### src/rtl/esc_pkg.sv
// Shared types and defaults for the quad ESC driver: arming state encoding,
// pulse-width type and the default timing constants for a 50 MHz clock.
package esc_pkg;

    // Arming state machine encoding
    typedef enum logic [1:0] {
        IDLE   = 2'd0,
        ARMING = 2'd1,
        ARMED  = 2'd2
    } esc_state_e;

    // Default pulse timing: 1 ms base pulse at 50 MHz, 3 cycles per speed LSB
    localparam int unsigned BASE_PULSE_DEF = 32'd50000;
    localparam int unsigned SPD_MULT_DEF   = 32'd3;

    // Field widths
    localparam int unsigned SPD_W   = 32'd11;
    localparam int unsigned OFF_W   = 32'd10;
    localparam int unsigned WIDTH_W = 32'd17;

    // Pulse width in clock cycles
    typedef logic [WIDTH_W-1:0] width_t;

    // Largest width any channel can request: full-scale speed plus the given trim
    function automatic longint unsigned max_width(input longint unsigned base,
                                                  input longint unsigned mult,
                                                  input longint unsigned off);
        return base + ((64'd1 << SPD_W) - 64'd1) * mult + off;
    endfunction

endpackage

### src/rtl/esc_chan.sv
// One ESC output channel: computes the pulse width for the coming frame,
// holds it in a shadow register that only changes on the frame boundary,
// and drives a registered PWM pin from the shared frame counter.
module esc_chan
    import esc_pkg::*;
#(
    parameter int unsigned      PERIOD_BITS = 32'd20,
    parameter int unsigned      BASE_PULSE  = BASE_PULSE_DEF,
    parameter int unsigned      SPD_MULT    = SPD_MULT_DEF,
    parameter logic [OFF_W-1:0] OFF         = 10'd0
) (
    input  logic                   clk,
    input  logic                   rst_n,
    input  logic                   load,
    input  esc_state_e             mode,
    input  logic [SPD_W-1:0]       spd,
    input  logic [PERIOD_BITS-1:0] cnt_nxt,
    output logic                   pwm
);

    // Compare width wide enough for both the counter and the pulse width
    localparam int unsigned CMP_W = (PERIOD_BITS > WIDTH_W) ? PERIOD_BITS : WIDTH_W;

    localparam width_t BASE_W = width_t'(BASE_PULSE);
    localparam width_t MULT_W = width_t'(SPD_MULT);
    localparam width_t OFF_X  = width_t'(OFF);

    width_t           width_new_s;
    width_t           shadow_nxt_s;
    width_t           shadow_r;
    logic [CMP_W-1:0] cnt_ext_s;
    logic [CMP_W-1:0] shadow_ext_s;
    logic             pwm_nxt_s;
    logic             pwm_r;

    // Width for the frame about to start, following the rule of the state being entered
    always_comb begin
        width_new_s = 17'd0;
        case (mode)
            IDLE:    width_new_s = 17'd0;
            ARMING:  width_new_s = BASE_W + OFF_X;
            ARMED:   width_new_s = BASE_W + (width_t'(spd) * MULT_W) + OFF_X;
            default: width_new_s = 17'd0;
        endcase
    end

    // Shadow follows the new width only on the boundary; the PWM compare uses the
    // post-boundary value so the first cycle of a frame already sees the new width
    always_comb begin
        shadow_nxt_s = shadow_r;
        if (load) begin
            shadow_nxt_s = width_new_s;
        end else begin
            shadow_nxt_s = shadow_r;
        end
        cnt_ext_s    = CMP_W'(cnt_nxt);
        shadow_ext_s = CMP_W'(shadow_nxt_s);
        pwm_nxt_s    = (cnt_ext_s < shadow_ext_s);
    end

    // Shadow width and PWM pin registers; reset drops the pin immediately
    always_ff @(posedge clk or negedge rst_n) begin
        if (!rst_n) begin
            shadow_r <= 17'd0;
            pwm_r    <= 1'b0;
        end else begin
            shadow_r <= shadow_nxt_s;
            pwm_r    <= pwm_nxt_s;
        end
    end

    assign pwm = pwm_r;

endmodule

### src/rtl/esc_quad.sv
// Four-channel ESC driver. A free-running frame counter defines servo frames;
// speeds and the arm request are sampled only at the frame boundary, where an
// arming state machine advances and all four channel shadow widths reload.
module esc_quad
    import esc_pkg::*;
#(
    parameter int unsigned      PERIOD_BITS = 32'd20,
    parameter int unsigned      BASE_PULSE  = BASE_PULSE_DEF,
    parameter int unsigned      SPD_MULT    = SPD_MULT_DEF,
    parameter logic [OFF_W-1:0] FRNT_OFF    = 10'd0,
    parameter logic [OFF_W-1:0] BCK_OFF     = 10'd0,
    parameter logic [OFF_W-1:0] LFT_OFF     = 10'd0,
    parameter logic [OFF_W-1:0] RGHT_OFF    = 10'd0,
    parameter int unsigned      ARM_FRAMES  = 32'd64
) (
    input  logic             clk,
    input  logic             rst_n,
    input  logic             arm,
    input  logic [SPD_W-1:0] frnt_spd,
    input  logic [SPD_W-1:0] bck_spd,
    input  logic [SPD_W-1:0] lft_spd,
    input  logic [SPD_W-1:0] rght_spd,
    output logic             frnt,
    output logic             bck,
    output logic             lft,
    output logic             rght,
    output logic             frame_strt,
    output logic             motors_armed
);

    localparam int unsigned ARM_CNT_W = (ARM_FRAMES > 32'd1) ? $clog2(ARM_FRAMES) : 32'd1;
    localparam logic [ARM_CNT_W-1:0] ARM_LAST = ARM_CNT_W'(ARM_FRAMES - 32'd1);

    // Configuration sanity: the widest pulse must fit the width type and the frame
    localparam longint unsigned MAX_OFF_FB = (FRNT_OFF > BCK_OFF) ? 64'(FRNT_OFF) : 64'(BCK_OFF);
    localparam longint unsigned MAX_OFF_LR = (LFT_OFF > RGHT_OFF) ? 64'(LFT_OFF) : 64'(RGHT_OFF);
    localparam longint unsigned MAX_OFF    = (MAX_OFF_FB > MAX_OFF_LR) ? MAX_OFF_FB : MAX_OFF_LR;
    localparam longint unsigned MAX_W      = max_width(64'(BASE_PULSE), 64'(SPD_MULT), MAX_OFF);
    localparam longint unsigned FRAME_LEN  = 64'd1 << PERIOD_BITS;

    generate
        if ((MAX_W >= FRAME_LEN) || (MAX_W >= (64'd1 << WIDTH_W))) begin : g_bad_width
            $error("esc_quad: maximum pulse width does not fit in the frame or width type");
        end
        if (ARM_FRAMES < 32'd1) begin : g_bad_arm
            $error("esc_quad: ARM_FRAMES must be at least 1");
        end
    endgenerate

    logic [PERIOD_BITS-1:0] cnt_r;
    logic [PERIOD_BITS-1:0] cnt_nxt_s;
    logic                   boundary_s;
    esc_state_e             state_r;
    esc_state_e             state_nxt_s;
    logic [ARM_CNT_W-1:0]   arm_cnt_r;
    logic [ARM_CNT_W-1:0]   arm_cnt_nxt_s;
    logic                   armed_nxt_s;
    logic                   frame_strt_nxt_s;
    logic                   armed_r;
    logic                   frame_strt_r;

    // Frame counter wraps naturally; the boundary is the cycle before it returns to zero
    always_comb begin
        cnt_nxt_s  = cnt_r + PERIOD_BITS'(1'b1);
        boundary_s = (cnt_r == {PERIOD_BITS{1'b1}});
    end

    // Free-running frame counter
    always_ff @(posedge clk or negedge rst_n) begin
        if (!rst_n) begin
            cnt_r <= {PERIOD_BITS{1'b0}};
        end else begin
            cnt_r <= cnt_nxt_s;
        end
    end

    // Arming state register
    always_ff @(posedge clk or negedge rst_n) begin
        if (!rst_n) begin
            state_r   <= IDLE;
            arm_cnt_r <= {ARM_CNT_W{1'b0}};
        end else begin
            state_r   <= state_nxt_s;
            arm_cnt_r <= arm_cnt_nxt_s;
        end
    end

    // Next arming state; arm is looked at only on the frame boundary
    always_comb begin
        state_nxt_s   = state_r;
        arm_cnt_nxt_s = arm_cnt_r;
        if (boundary_s) begin
            if (!arm) begin
                state_nxt_s   = IDLE;
                arm_cnt_nxt_s = {ARM_CNT_W{1'b0}};
            end else begin
                case (state_r)
                    IDLE: begin
                        state_nxt_s   = ARMING;
                        arm_cnt_nxt_s = {ARM_CNT_W{1'b0}};
                    end
                    ARMING: begin
                        if (arm_cnt_r == ARM_LAST) begin
                            state_nxt_s   = ARMED;
                            arm_cnt_nxt_s = {ARM_CNT_W{1'b0}};
                        end else begin
                            state_nxt_s   = ARMING;
                            arm_cnt_nxt_s = arm_cnt_r + ARM_CNT_W'(1'b1);
                        end
                    end
                    ARMED: begin
                        state_nxt_s   = ARMED;
                        arm_cnt_nxt_s = arm_cnt_r;
                    end
                    default: begin
                        state_nxt_s   = IDLE;
                        arm_cnt_nxt_s = {ARM_CNT_W{1'b0}};
                    end
                endcase
            end
        end else begin
            state_nxt_s   = state_r;
            arm_cnt_nxt_s = arm_cnt_r;
        end
    end

    // Status outputs derived from the state being entered
    always_comb begin
        armed_nxt_s      = (state_nxt_s == ARMED);
        frame_strt_nxt_s = boundary_s;
    end

    // Registered status outputs
    always_ff @(posedge clk or negedge rst_n) begin
        if (!rst_n) begin
            armed_r      <= 1'b0;
            frame_strt_r <= 1'b0;
        end else begin
            armed_r      <= armed_nxt_s;
            frame_strt_r <= frame_strt_nxt_s;
        end
    end

    assign motors_armed = armed_r;
    assign frame_strt   = frame_strt_r;

    esc_chan #(
        .PERIOD_BITS (PERIOD_BITS),
        .BASE_PULSE  (BASE_PULSE),
        .SPD_MULT    (SPD_MULT),
        .OFF         (FRNT_OFF)
    ) u_frnt (
        .clk     (clk),
        .rst_n   (rst_n),
        .load    (boundary_s),
        .mode    (state_nxt_s),
        .spd     (frnt_spd),
        .cnt_nxt (cnt_nxt_s),
        .pwm     (frnt)
    );

    esc_chan #(
        .PERIOD_BITS (PERIOD_BITS),
        .BASE_PULSE  (BASE_PULSE),
        .SPD_MULT    (SPD_MULT),
        .OFF         (BCK_OFF)
    ) u_bck (
        .clk     (clk),
        .rst_n   (rst_n),
        .load    (boundary_s),
        .mode    (state_nxt_s),
        .spd     (bck_spd),
        .cnt_nxt (cnt_nxt_s),
        .pwm     (bck)
    );

    esc_chan #(
        .PERIOD_BITS (PERIOD_BITS),
        .BASE_PULSE  (BASE_PULSE),
        .SPD_MULT    (SPD_MULT),
        .OFF         (LFT_OFF)
    ) u_lft (
        .clk     (clk),
        .rst_n   (rst_n),
        .load    (boundary_s),
        .mode    (state_nxt_s),
        .spd     (lft_spd),
        .cnt_nxt (cnt_nxt_s),
        .pwm     (lft)
    );

    esc_chan #(
        .PERIOD_BITS (PERIOD_BITS),
        .BASE_PULSE  (BASE_PULSE),
        .SPD_MULT    (SPD_MULT),
        .OFF         (RGHT_OFF)
    ) u_rght (
        .clk     (clk),
        .rst_n   (rst_n),
        .load    (boundary_s),
        .mode    (state_nxt_s),
        .spd     (rght_spd),
        .cnt_nxt (cnt_nxt_s),
        .pwm     (rght)
    );

endmodule

### config.mk
export PLATFORM = sky130hd
export DESIGN_NAME = esc_quad
export DESIGN_NICKNAME = d
export VERILOG_FILES = /design/src/rtl/esc_pkg.sv /design/src/rtl/esc_chan.sv /design/src/rtl/esc_quad.sv
export SDC_FILE = /design/constraint.sdc
export NUM_CORES = 1
export LEC_CHECK = 0
export ABC_AREA = 1
export BUFFER_PORTS_ARGS = -buffer_cell sky130_fd_sc_hd__buf_2
export CELL_PAD_IN_SITES_DETAIL_PLACEMENT = 0
export CELL_PAD_IN_SITES_GLOBAL_PLACEMENT = 1
export CORE_MARGIN = 5
export CORE_UTILIZATION = 25
export CTS_BUF_LIST = sky130_fd_sc_hd__clkbuf_4
export DETAILED_ROUTE_END_ITERATION = 10
export PLACE_DENSITY_LB_ADDON = 0.3
export SLEW_MARGIN = 20
export SYNTH_ARGS = -nofsm -noshare
export SYNTH_HDL_FRONTEND = slang
export SYNTH_SLANG_ARGS = --single-unit
### constraint.sdc
create_clock -name clk -period 4.24 [get_ports clk]
set_clock_uncertainty 0.15 [all_clocks]
set_input_delay 0.636 -clock clk [delete_from_list [all_inputs] [get_ports clk]]
set_output_delay 0.636 -clock clk [all_outputs]
set_load 0.02 [all_outputs]
# Yosys cells after proc, flatten, opt, wreduce, memory -nomap -nowiden
# Cells that the tools add are included.
# totals
elab_cells,51
regBits,102
# op_classes
n_mux,15
n_reduce_logical,2
multipliers,4
magnitude_cmp,4
eq_ne,7
addsub,6
# op_table
operator,count
$pmux 17 s2,4
$lt 20x17->1,4
$add 16x13->17 const A,4
$mux 17,4
$mul 11x2->13 const B,4
$add 20x1->20 const B,1
$eq 20x20->1 const B,1
$mux 6,2
$pmux 6 s2,1
$add 6x1->6 const B,1
$eq 6x6->1 const B,1
$mux 2,3
$pmux 2 s3,1
$eq 2x1->1 const B,2
$eq 2x2->1 const B,2
$logic_not 2->1,1
$ne 2x2->1 const B,1
$reduce_and 2->1,1

# Depth between registers and ports, before layout
# Gate-level depths: netlist of run 1.
# logic_depth
depth_word,9
mapped_depth,28

# Cells and area by module
# Synthesis of run 1 repeated with hierarchy kept, for this count alone.
# unflattened
cells_unflattened,1252
hier_area_um2,9019.9
# by_module_without_submodules
mod,cells_each,seq_area_each_um2,area_each_um2,n_inst
esc_chan (u_bck ...),270,450.4,1874.3,3
esc_chan (u_rght),271,450.4,1885.6,1
esc_quad,171,750.7,1511.4,1

# Worst setup path after synthesis of run 1
# OpenSTA, ideal clock, no wires.
# synth_timing
path_type,reg2reg
startpoint,register cnt_r[0]
endpoint,"register u_lft.pwm_r, in the netlist u_lft.pwm"
arrival_ns,3.580
stages_incl_launch_ff,25
synth_period_minus_slack_ns,3.848
slack_ns,0.392
setup_time_ns,0.118
cell_sequence,dfrtp_1 -> ha_1 -> nand2_2 -> nor2_4 -> nand2_4 -> nor2_8 -> nand2_4 -> buf_6 -> inv_2 -> buf_4 -> nor2_1 -> nor2_1 -> ha_1 -> buf_1 -> nand2_4 -> nor2_1 -> nand2_1 -> o21ai_1 -> inv_1 -> ha_1 -> nand2_1 -> nor4_1 -> nand4_1 -> a21oi_1 -> nor2_1
# synth_between
elab_chain_len,6
word_cells_on_any_way,8
classes_between,1 x add/sub; 1 x order compare; 3 x eq/ne; 3 x mux
# synth_lines
element,line,text
start: declaration,esc_quad.sv:50,logic [PERIOD_BITS-1:0] cnt_r;
start signal: assignment,esc_quad.sv:71,cnt_r <= {PERIOD_BITS{1'b0}};
start signal: assignment,esc_quad.sv:73,cnt_r <= cnt_nxt_s;
$eq 20x20->1,esc_quad.sv:65,boundary_s = (cnt_r == {PERIOD_BITS{1'b1}});
$mux 2,esc_quad.sv:92,if (boundary_s) begin
$eq 2x2->1,n/a,
via armed_nxt_s,esc_quad.sv:57,logic armed_nxt_s;
$pmux 17 s2,esc_chan.sv:39,case (mode)
$mux 17,esc_chan.sv:51,if (load) begin
via u_lft.shadow_nxt_s[11],esc_chan.sv:29,width_t shadow_nxt_s;
$lt 20x17->1,esc_chan.sv:58,pwm_nxt_s = (cnt_ext_s < shadow_ext_s);
via u_lft.pwm_nxt_s,esc_chan.sv:33,logic pwm_nxt_s;
end signal: assignment,esc_chan.sv:68,pwm_r <= pwm_nxt_s;
end: declaration,esc_chan.sv:34,logic pwm_r;
# The timed path passes the listed nets, and every way through them passes these cells.
# A chain may end at the register's enable or synchronous reset.

# Worst setup path in the final report of run 1
# layout_timing
startpoint,register cnt_r[1]
endpoint,"register u_frnt.pwm_r, in the netlist u_frnt.pwm"
# layout_between
elab_chain_len,6
word_cells_on_any_way,8
classes_between,1 x add/sub; 1 x order compare; 3 x eq/ne; 3 x mux
# layout_lines
element,line,text
$eq 20x20->1 *,esc_quad.sv:65,
$mux 2 *,esc_quad.sv:92,
via state_nxt_s[1],esc_quad.sv:54,esc_state_e state_nxt_s;
$eq 2x2->1 / $eq 2x1->1 (equally long branches),esc_chan.sv:39,
$pmux 17 s2 *,esc_chan.sv:39,
$mux 17 *,esc_chan.sv:51,
via u_frnt.shadow_nxt_s[10],esc_chan.sv:29,
$lt 20x17->1 *,esc_chan.sv:58,
via u_frnt.pwm_nxt_s,esc_chan.sv:33,
end signal: assignment,esc_chan.sv:68,
end: declaration,esc_chan.sv:34,
# The timed path passes the listed nets; every way through them passes the cells marked *.

==> reports/qor.txt, run 1 <==
Final Hold Vio Count: 0
Worst Path Buf+Inv: 4
Layout cell share with drive strength beyond 1: 0.1403
Hpwl dp: 17770 um
Synth warn: 0
Final period util: 0.9222
Final setup fails: 0
Antenna-violating nets left: 0
Maxcap violations: 0
CTS Buf Count: 9
CTS tree: done
Core Rows: 67
Vias: 6918
Initial antenna violation count: 0
Layout Nets: 1363
Syn Std Cell Area: 0.008529 mm2
Synth unique cells: 46
Top delay family on crit path: simple AND/OR/NAND/NOR gates
Dpl cell area: 0.009478 mm2
Post-DR wirelength/cell: 14.01 um
Pre-CTS setup slack: 231.3 ps
Wirelength, routed: 22650 um
Crit start category: flip-flop
Synth Instances: 1087
DIE WIDTH: 194.7 um
Overall Global Routing Usage: 0.1209
Vias/cell: 4.278
Status: finished, final reports clean
Primary FF master, synth: dfrtp_1
Hold-fix buffers, CTS: 0
Die area: 0.03791 mm2
Post-route cell area: 0.009617 mm2
Grt total ovfl: 0
Max FO, Critical Path: 14
Total power: 1.931 mW
I/O pins: 53
Buffers added on ports: 52
Max-slew headroom: 0.2936
Critical Path Max Stage Delay: 390 ps
VDD IR-drop max: 0.0001048 V
Clock Pin Slew Worst Setup and Hold Paths: 200 ps
Crit path DAT: 4180 ps
Fill count: 3716
EDFF count, synth: 0
Synth area leaders: dfrtp_1, ha_1, inv_1
Starting Density: 0.2537
Hold Crit Class: input port to asynchronous set/reset pin
FF+latch count, synth: 102
Worst Slack Setup Final: 330.0 ps
Worst slew pin tran: 1052 ps
Later-pin clock latency in the skew report: 490 ps
Drt drc: 0
Antenna cells: 0
GPL Wtd Cong: 0.7706
Share of Yosys cell area claimed by the top area cell type: 0.2993
Sequential share of the synthesized area: 0.2993
CTS H-Tree Depth: 3
Layout area overhead: 12.75%
Leakage Power: 5.565 nW
DR pass1 iterations: 4
CP endpoint kind: flip-flop
Clock Tree Buf Depth: 2
Largest net degree at the start of global routing: 54
Synth Area per Inst: 7.847 um2
Max-slew violation count: 0
Layout Utilization: 0.2861
Period minus WS final: 3910 ps
Hold slack: 42.22 ps
Fmax: 255.8 MHz
Clock root buffer: clkbuf_4
First-pass GRT wire length: 36560 um
CP Class: flip-flop to flip-flop
Synth area leader: dfrtp_1
Die height: 194.7 um
Async S/R FF share, synth: 1.000
Crit-path slowest cell: dfrtp_1
CP required: 4510 ps
Core ar.: 0.03362 mm2
Clock Sink Count: 102
Initial DRC Count: 251
Number of global-route vias before repair: 6871
Syn_nets: 1286
Pwr/cell area: 200.8 mW/mm2
==> cell usage in the layout (no fill, tap or decap), types with 2 or more instances in the layout <==
| cell | Yosys | final |
|---|---|---|
| o22ai_1 | 4 | 4 |
| nand2_2 | 3 | 3 |
| nand3_2 | 2 | 2 |
| nor2_1 | 68 | 68 |
| o21ai_1 | 3 | 3 |
| dfrtp_1 | 102 | 102 |
| nand4_1 | 14 | 14 |
| nand2_1 | 209 | 209 |
| xnor2_1 | 9 | 9 |
| o21bai_1 | 6 | 6 |
| clkinvlp_4 | 0 | 2 |
| nor3_1 | 8 | 8 |
| fa_1 | 4 | 4 |
| buf_4 | 4 | 27 |
| inv_6 | 0 | 3 |
| buf_2 | 3 | 51 |
| nor4_1 | 5 | 4 |
| xor2_1 | 16 | 16 |
| inv_2 | 21 | 21 |
| nor2_2 | 4 | 4 |
| clkbuf_4 | 0 | 9 |
| and2_1 | 5 | 5 |
| a21boi_2 | 5 | 5 |
| or2_2 | 3 | 3 |
| a31oi_1 | 2 | 2 |
| o21ai_0 | 42 | 42 |
| o21a_1 | 3 | 3 |
| a21oi_1 | 74 | 74 |
| a21o_1 | 2 | 2 |
| nor2_8 | 3 | 3 |
| clkinv_1 | 1 | 2 |
| o211ai_1 | 6 | 6 |
| ha_1 | 148 | 147 |
| a22oi_1 | 4 | 4 |
| inv_1 | 221 | 221 |
| o22ai_2 | 19 | 19 |
| nand3_1 | 47 | 47 |
| nand2_4 | 3 | 2 |
==> repair_timing <==
action | CTS | global route
setup buffers | 0 | 0
gates resized for setup | 0 | 3
setup endpoints to repair | 0 | 4
==> state kept, by name, indices dropped and copies added, names as in the netlist <==
register and count:
u_bck.shadow_r 17, u_frnt.pwm 1, u_rght.pwm 1, state_r 2
arm_cnt_r 6, u_frnt.shadow_r 17, u_lft.shadow_r 17, cnt_r 20
motors_armed 1, u_bck.pwm 1, frame_strt 1, u_lft.pwm 1
u_rght.shadow_r 17
==> through the flow <==
stage               TNS, ps  instances
floorplan                 0       1087
detailed placement        0       1601
global route         -3.421       1617
finish                    0       1617
global placement          0       1601
CTS                       0       1617
==> Yosys cell counts (2+ instances only) <==
master / number
nand3_1: 47
xor2_1: 16
nor3_1: 8
o22ai_1: 4
buf_2: 3
and2_1: 5
o22ai_2: 19
fa_1: 4
buf_4: 4
nor2_8: 3
a21boi_2: 5
xnor2_1: 9
o21ai_1: 3
nand4_1: 14
nand2_2: 3
nor2_1: 68
a31oi_1: 2
nand2_4: 3
o21a_1: 3
inv_1: 221
a21o_1: 2
o211ai_1: 6
inv_2: 21
a22oi_1: 4
or2_2: 3
nand3_2: 2
nand2_1: 209
o21bai_1: 6
nor2_2: 4
clkbuf_1: 2
ha_1: 148
buf_6: 3
a21oi_1: 74
dfrtp_1: 102
nor4_1: 5
o21ai_0: 42
==> worst paths after layout <==
path	slack, ps	startpoint	depth (start not counted)	to
max	330	cnt_r[1]	25	u_frnt.pwm
min	40	rst_n	1	u_lft.shadow_r[6]
max reg2reg	330	cnt_r[1]	25	u_frnt.pwm
min reg2reg	340	u_lft.shadow_r[13]	2	u_lft.shadow_r[13]
max in group asynchronous	3020	rst_n	2	u_bck.shadow_r[7]
min in group clk	340	u_lft.shadow_r[13]	2	u_lft.shadow_r[13]
==> layer usage <==
layer | vias up | share of wire | wire [um] | track usage
met4 | 0 | 0.019 | 428 | 0.02891
met2 | 74 | 0.44 | 10050 | 0.1940
met3 | 22 | 0.030 | 672 | 0.01835
met5 | - | 0 | 0 | 0
met1 | 3170 | 0.51 | 11510 | 0.1715
li1 | 3652 | - | - | -
==> cell families (layout without fill, tap and decap cells) <==
| logic type | after synthesis | in the layout | synth area share |
|---|---|---|---|
| AND/OR/NAND/NOR | 378 | 378 | 0.1979 |
| AO/OA/AOI/OAI | 174 | 174 | 0.1332 |
| buffers and inverters | 256 | 338 | 0.1175 |
| XOR/XNOR | 25 | 25 | 0.02567 |
| flip-flops | 102 | 102 | 0.2993 |
| adder cells (fa/ha/maj) | 152 | 152 | 0.2265 |
==> report_power, final <==
group	internal [mW]	switching, mW	total (mW)
Combinational	0.173	0.280	0.452
Sequential	0.978	0.00240	0.980
Clock	0.126	0.372	0.498
==> final cells by class <==
class | instances | area, um2 | share of cell area
sequential | 102 | 2552 | 0.2654
timing repair buffer | 79 | 478.0 | 0.04970
tap | 448 | 560.5 | 0.05829
clock inverter | 7 | 53.80 | 0.005595
multi-input combinational | 729 | 4992 | 0.5191
inverter | 243 | 912.1 | 0.09485
clock buffer | 9 | 67.56 | 0.007026
==> worst reg2reg max path: cells and delay by family, from the launching register on <==
kind | cells | cell delay [ps]
AOI/OAI and AO/OA | 4 | 440
and+or+nand+nor | 14 | 1600
buffers and inverters | 4 | 490
DFF | 1 | 390
adders and majority gates | 3 | 770
Note: power is estimated with default switching activity, not from simulation.
==> run 2: changes to the inputs <==
--- a/config.mk
+++ b/config.mk
@@ -9,7 +9,6 @@
 export BUFFER_PORTS_ARGS = -buffer_cell sky130_fd_sc_hd__buf_2
 export CELL_PAD_IN_SITES_DETAIL_PLACEMENT = 0
 export CELL_PAD_IN_SITES_GLOBAL_PLACEMENT = 1
-export CORE_MARGIN = 5
 export CORE_UTILIZATION = 25
 export CTS_BUF_LIST = sky130_fd_sc_hd__clkbuf_4
 export DETAILED_ROUTE_END_ITERATION = 10
==> reports/qor.txt, run 2 (same netlist as run 1, synthesis figures left out) <==
Status: finished, final reports clean
Final setup fails: 0 (unchanged)
I/O pins: 53 (unchanged)
Top delay family on crit path: simple AND/OR/NAND/NOR gates
Maxcap violations: 0 (unchanged)
DR pass1 iterations: 4 (unchanged)
Clock root buffer: clkbuf_4
Later-pin clock latency in the skew report: 490 ps (about the same)
RSZ-0062 raised after global routing: no
CP Class: flip-flop to flip-flop
Die height: 186.7 um (-4.1%)
Max reg flops: 20 (unchanged)
VDD IR-drop max: 0.0001008 V (-3.8%)
Crit-path slowest cell: dfrtp_1
Max FO, Critical Path: 18 (+4)
Layout area overhead: 12.95%
Dpl cell area: 0.009443 mm2 (-0.37%)
Layout Cells excl Fill: 1615 (-0.12%)
Total power: 2.041 mW (+5.7%)
CP endpoint kind: flip-flop
Worst slew pin tran: 961.1 ps (-90.90 ps)
Worst Path Buf+Inv: 3 (-1)
Largest net degree at the start of global routing: 70 (+30%)
Period minus WS final: 3828 ps (-82.24 ps)
Clock Pin Slew Worst Setup and Hold Paths: 180 ps (-20 ps)
Clock Sink Count: 102 (unchanged)
Max-slew violation count: 0 (unchanged)
Core ar.: 0.03353 mm2 (-0.25%)
Initial antenna violation count: 1 (+1)
Commonest non-fill, non-tap cells in the layout: inv_1, nand2_1, ha_1
Layout cell share with drive strength beyond 1: 0.1381 (-0.002212)
Grt total ovfl: 0 (unchanged)
Clock Tree Buf Depth: 2 (unchanged)
Post-DR wirelength/cell: 13.55 um (-3.3%)
Overall Global Routing Usage: 0.1320 (+0.01107)
Layout Nets: 1360 (-0.22%)
Final period util: 0.9028 (-0.01940)
Vias: 6862 (-0.81%)
Hpwl dp: 17280 um (-2.7%)
Crit start category: flip-flop
Drt drc: 0 (unchanged)
Crit path DAT: 4090 ps (-90 ps)
Pwr/cell area: 211.9 mW/mm2 (+5.5%)
CTS H-Tree Depth: 3 (unchanged)
Critical Path Max Stage Delay: 390 ps (about the same)
Post-route cell area: 0.009634 mm2 (+0.18%)
Die area: 0.03486 mm2 (-8.0%)
Leakage Power: 5.580 nW (+0.26%)
CP required: 4500 ps (about the same)
Fmax: 261.2 MHz (+2.1%)
Initial DRC Count: 301 (+20%)
GPL Wtd Cong: 0.8412 (+9.2%)
Vias/cell: 4.249 (-0.69%)
Placed Instances: 1598 (-0.19%)
CTS tree: done
Antenna-violating nets left: 0 (unchanged)
Commonest non-fill, non-tap cell in the layout: inv_1
Most common cell on crit path: nor2_8
Buffers added on ports: 52 (unchanged)
CTS Buf Count: 9 (unchanged)
Wirelength, routed: 21880 um (-3.4%)
Final Hold Vio Count: 0 (unchanged)
Number of global-route vias before repair: 6952 (+1.2%)
Max-slew headroom: 0.3593 (+0.06564)
First-pass GRT wire length: 36380 um (-0.49%)
TNS Setup: 0 ps (unchanged)
Crit-path cells: ha_1 -> nand2_2 -> nor2_4 -> nand2_4 -> nor2_8 -> nand2_4 -> nor2_8 -> o21ai_0 -> o21ai_0 -> inv_1 -> ha_2 -> nor2_8 -> nand2_8 -> buf_4 -> o22ai_2 -> inv_2 -> ha_1 -> nand2_1 -> nor4_1 -> nand4_1 -> a21oi_1 -> nor2_1
DIE WIDTH: 186.7 um (-4.1%)
Starting Density: 0.2544 (+0.0006343)
Core Rows: 67 (unchanged)
Hold Crit Class: input port to asynchronous set/reset pin
Most flop-heavy register: cnt_r
run 2: routing by layer:
layer	track usage	routed length, um	vias up
met2	0.2224	10000	67
met1	0.1811	11120	3131
met5	0	0	-
met3	0.01730	572	14
met4	0.02270	182	0
li1	-	-	3650
run 2: final cells by class:
type	count	area (um2)
Fill cell	3723	23900
Timing Repair Buffer	76	446.7
Clock inverter	6	92.59
Multi-Input combinational cell	729	4992
Tap cell	448	560.5
Sequential cell	102	2552
Antenna cell	1	2.502
Clock buffer	10	75.07
Inverter	243	912.1
run 2: through the flow:
stage | utilization | setup WS (ps) | hold slack [ps]
5_1_grt | 0.2873 | 16.64 | 168.2
4_1_cts | 0.2866 | 195.0 | 133.0
3_5_place_dp | 0.2816 | 170.0 | 304.7
6_report | 0.2873 | 412.2 | 136.0
3_3_place_gp | 0.2816 | 212.7 | 302.3
2_1_floorplan | - | 392.1 | 190.4
run 2: path summary, 6_finish.rpt:
check / startpoint / endpoint / slack, ps / cells after the start
max: cnt_r[1] / u_frnt.pwm / 410 / 22
min: rst_n / u_bck.shadow_r[7] / 140 / 1
max reg2reg: cnt_r[1] / u_frnt.pwm / 410 / 22
min reg2reg: u_lft.shadow_r[13] / u_lft.shadow_r[13] / 340 / 2
max in group asynchronous: rst_n / cnt_r[17] / 2990 / 2
min in group clk: u_lft.shadow_r[13] / u_lft.shadow_r[13] / 340 / 2
run 2: timing repair:
action | in CTS | in global routing
hold buffers | 0 | 0
endpoints found under the setup margin | 0 | 4
buffers inserted | 0 | 0
hold endpoints to repair | 0 | 0
resized for setup | 0 | 4
run 2: power breakdown:
part	internal [mW]	total (mW)	switching [mW]
clock	0.253	0.615	0.362
combinational	0.171	0.446	0.275
sequential	0.977	0.980	0.00262
run 2: worst reg2reg max path, cell delays in order (launching register included):
cell and delay (ps):
dfrtp_1 390, ha_1 180, nand2_2 80, nor2_4 140, nand2_4 100, nor2_8 130
nand2_4 80, nor2_8 150, o21ai_0 90, o21ai_0 110, inv_1 90, ha_2 310
nor2_8 160, nand2_8 170, buf_4 230, o22ai_2 160, inv_2 50, ha_1 290
nand2_1 80, nor4_1 280, nand4_1 150, a21oi_1 160, nor2_1 50
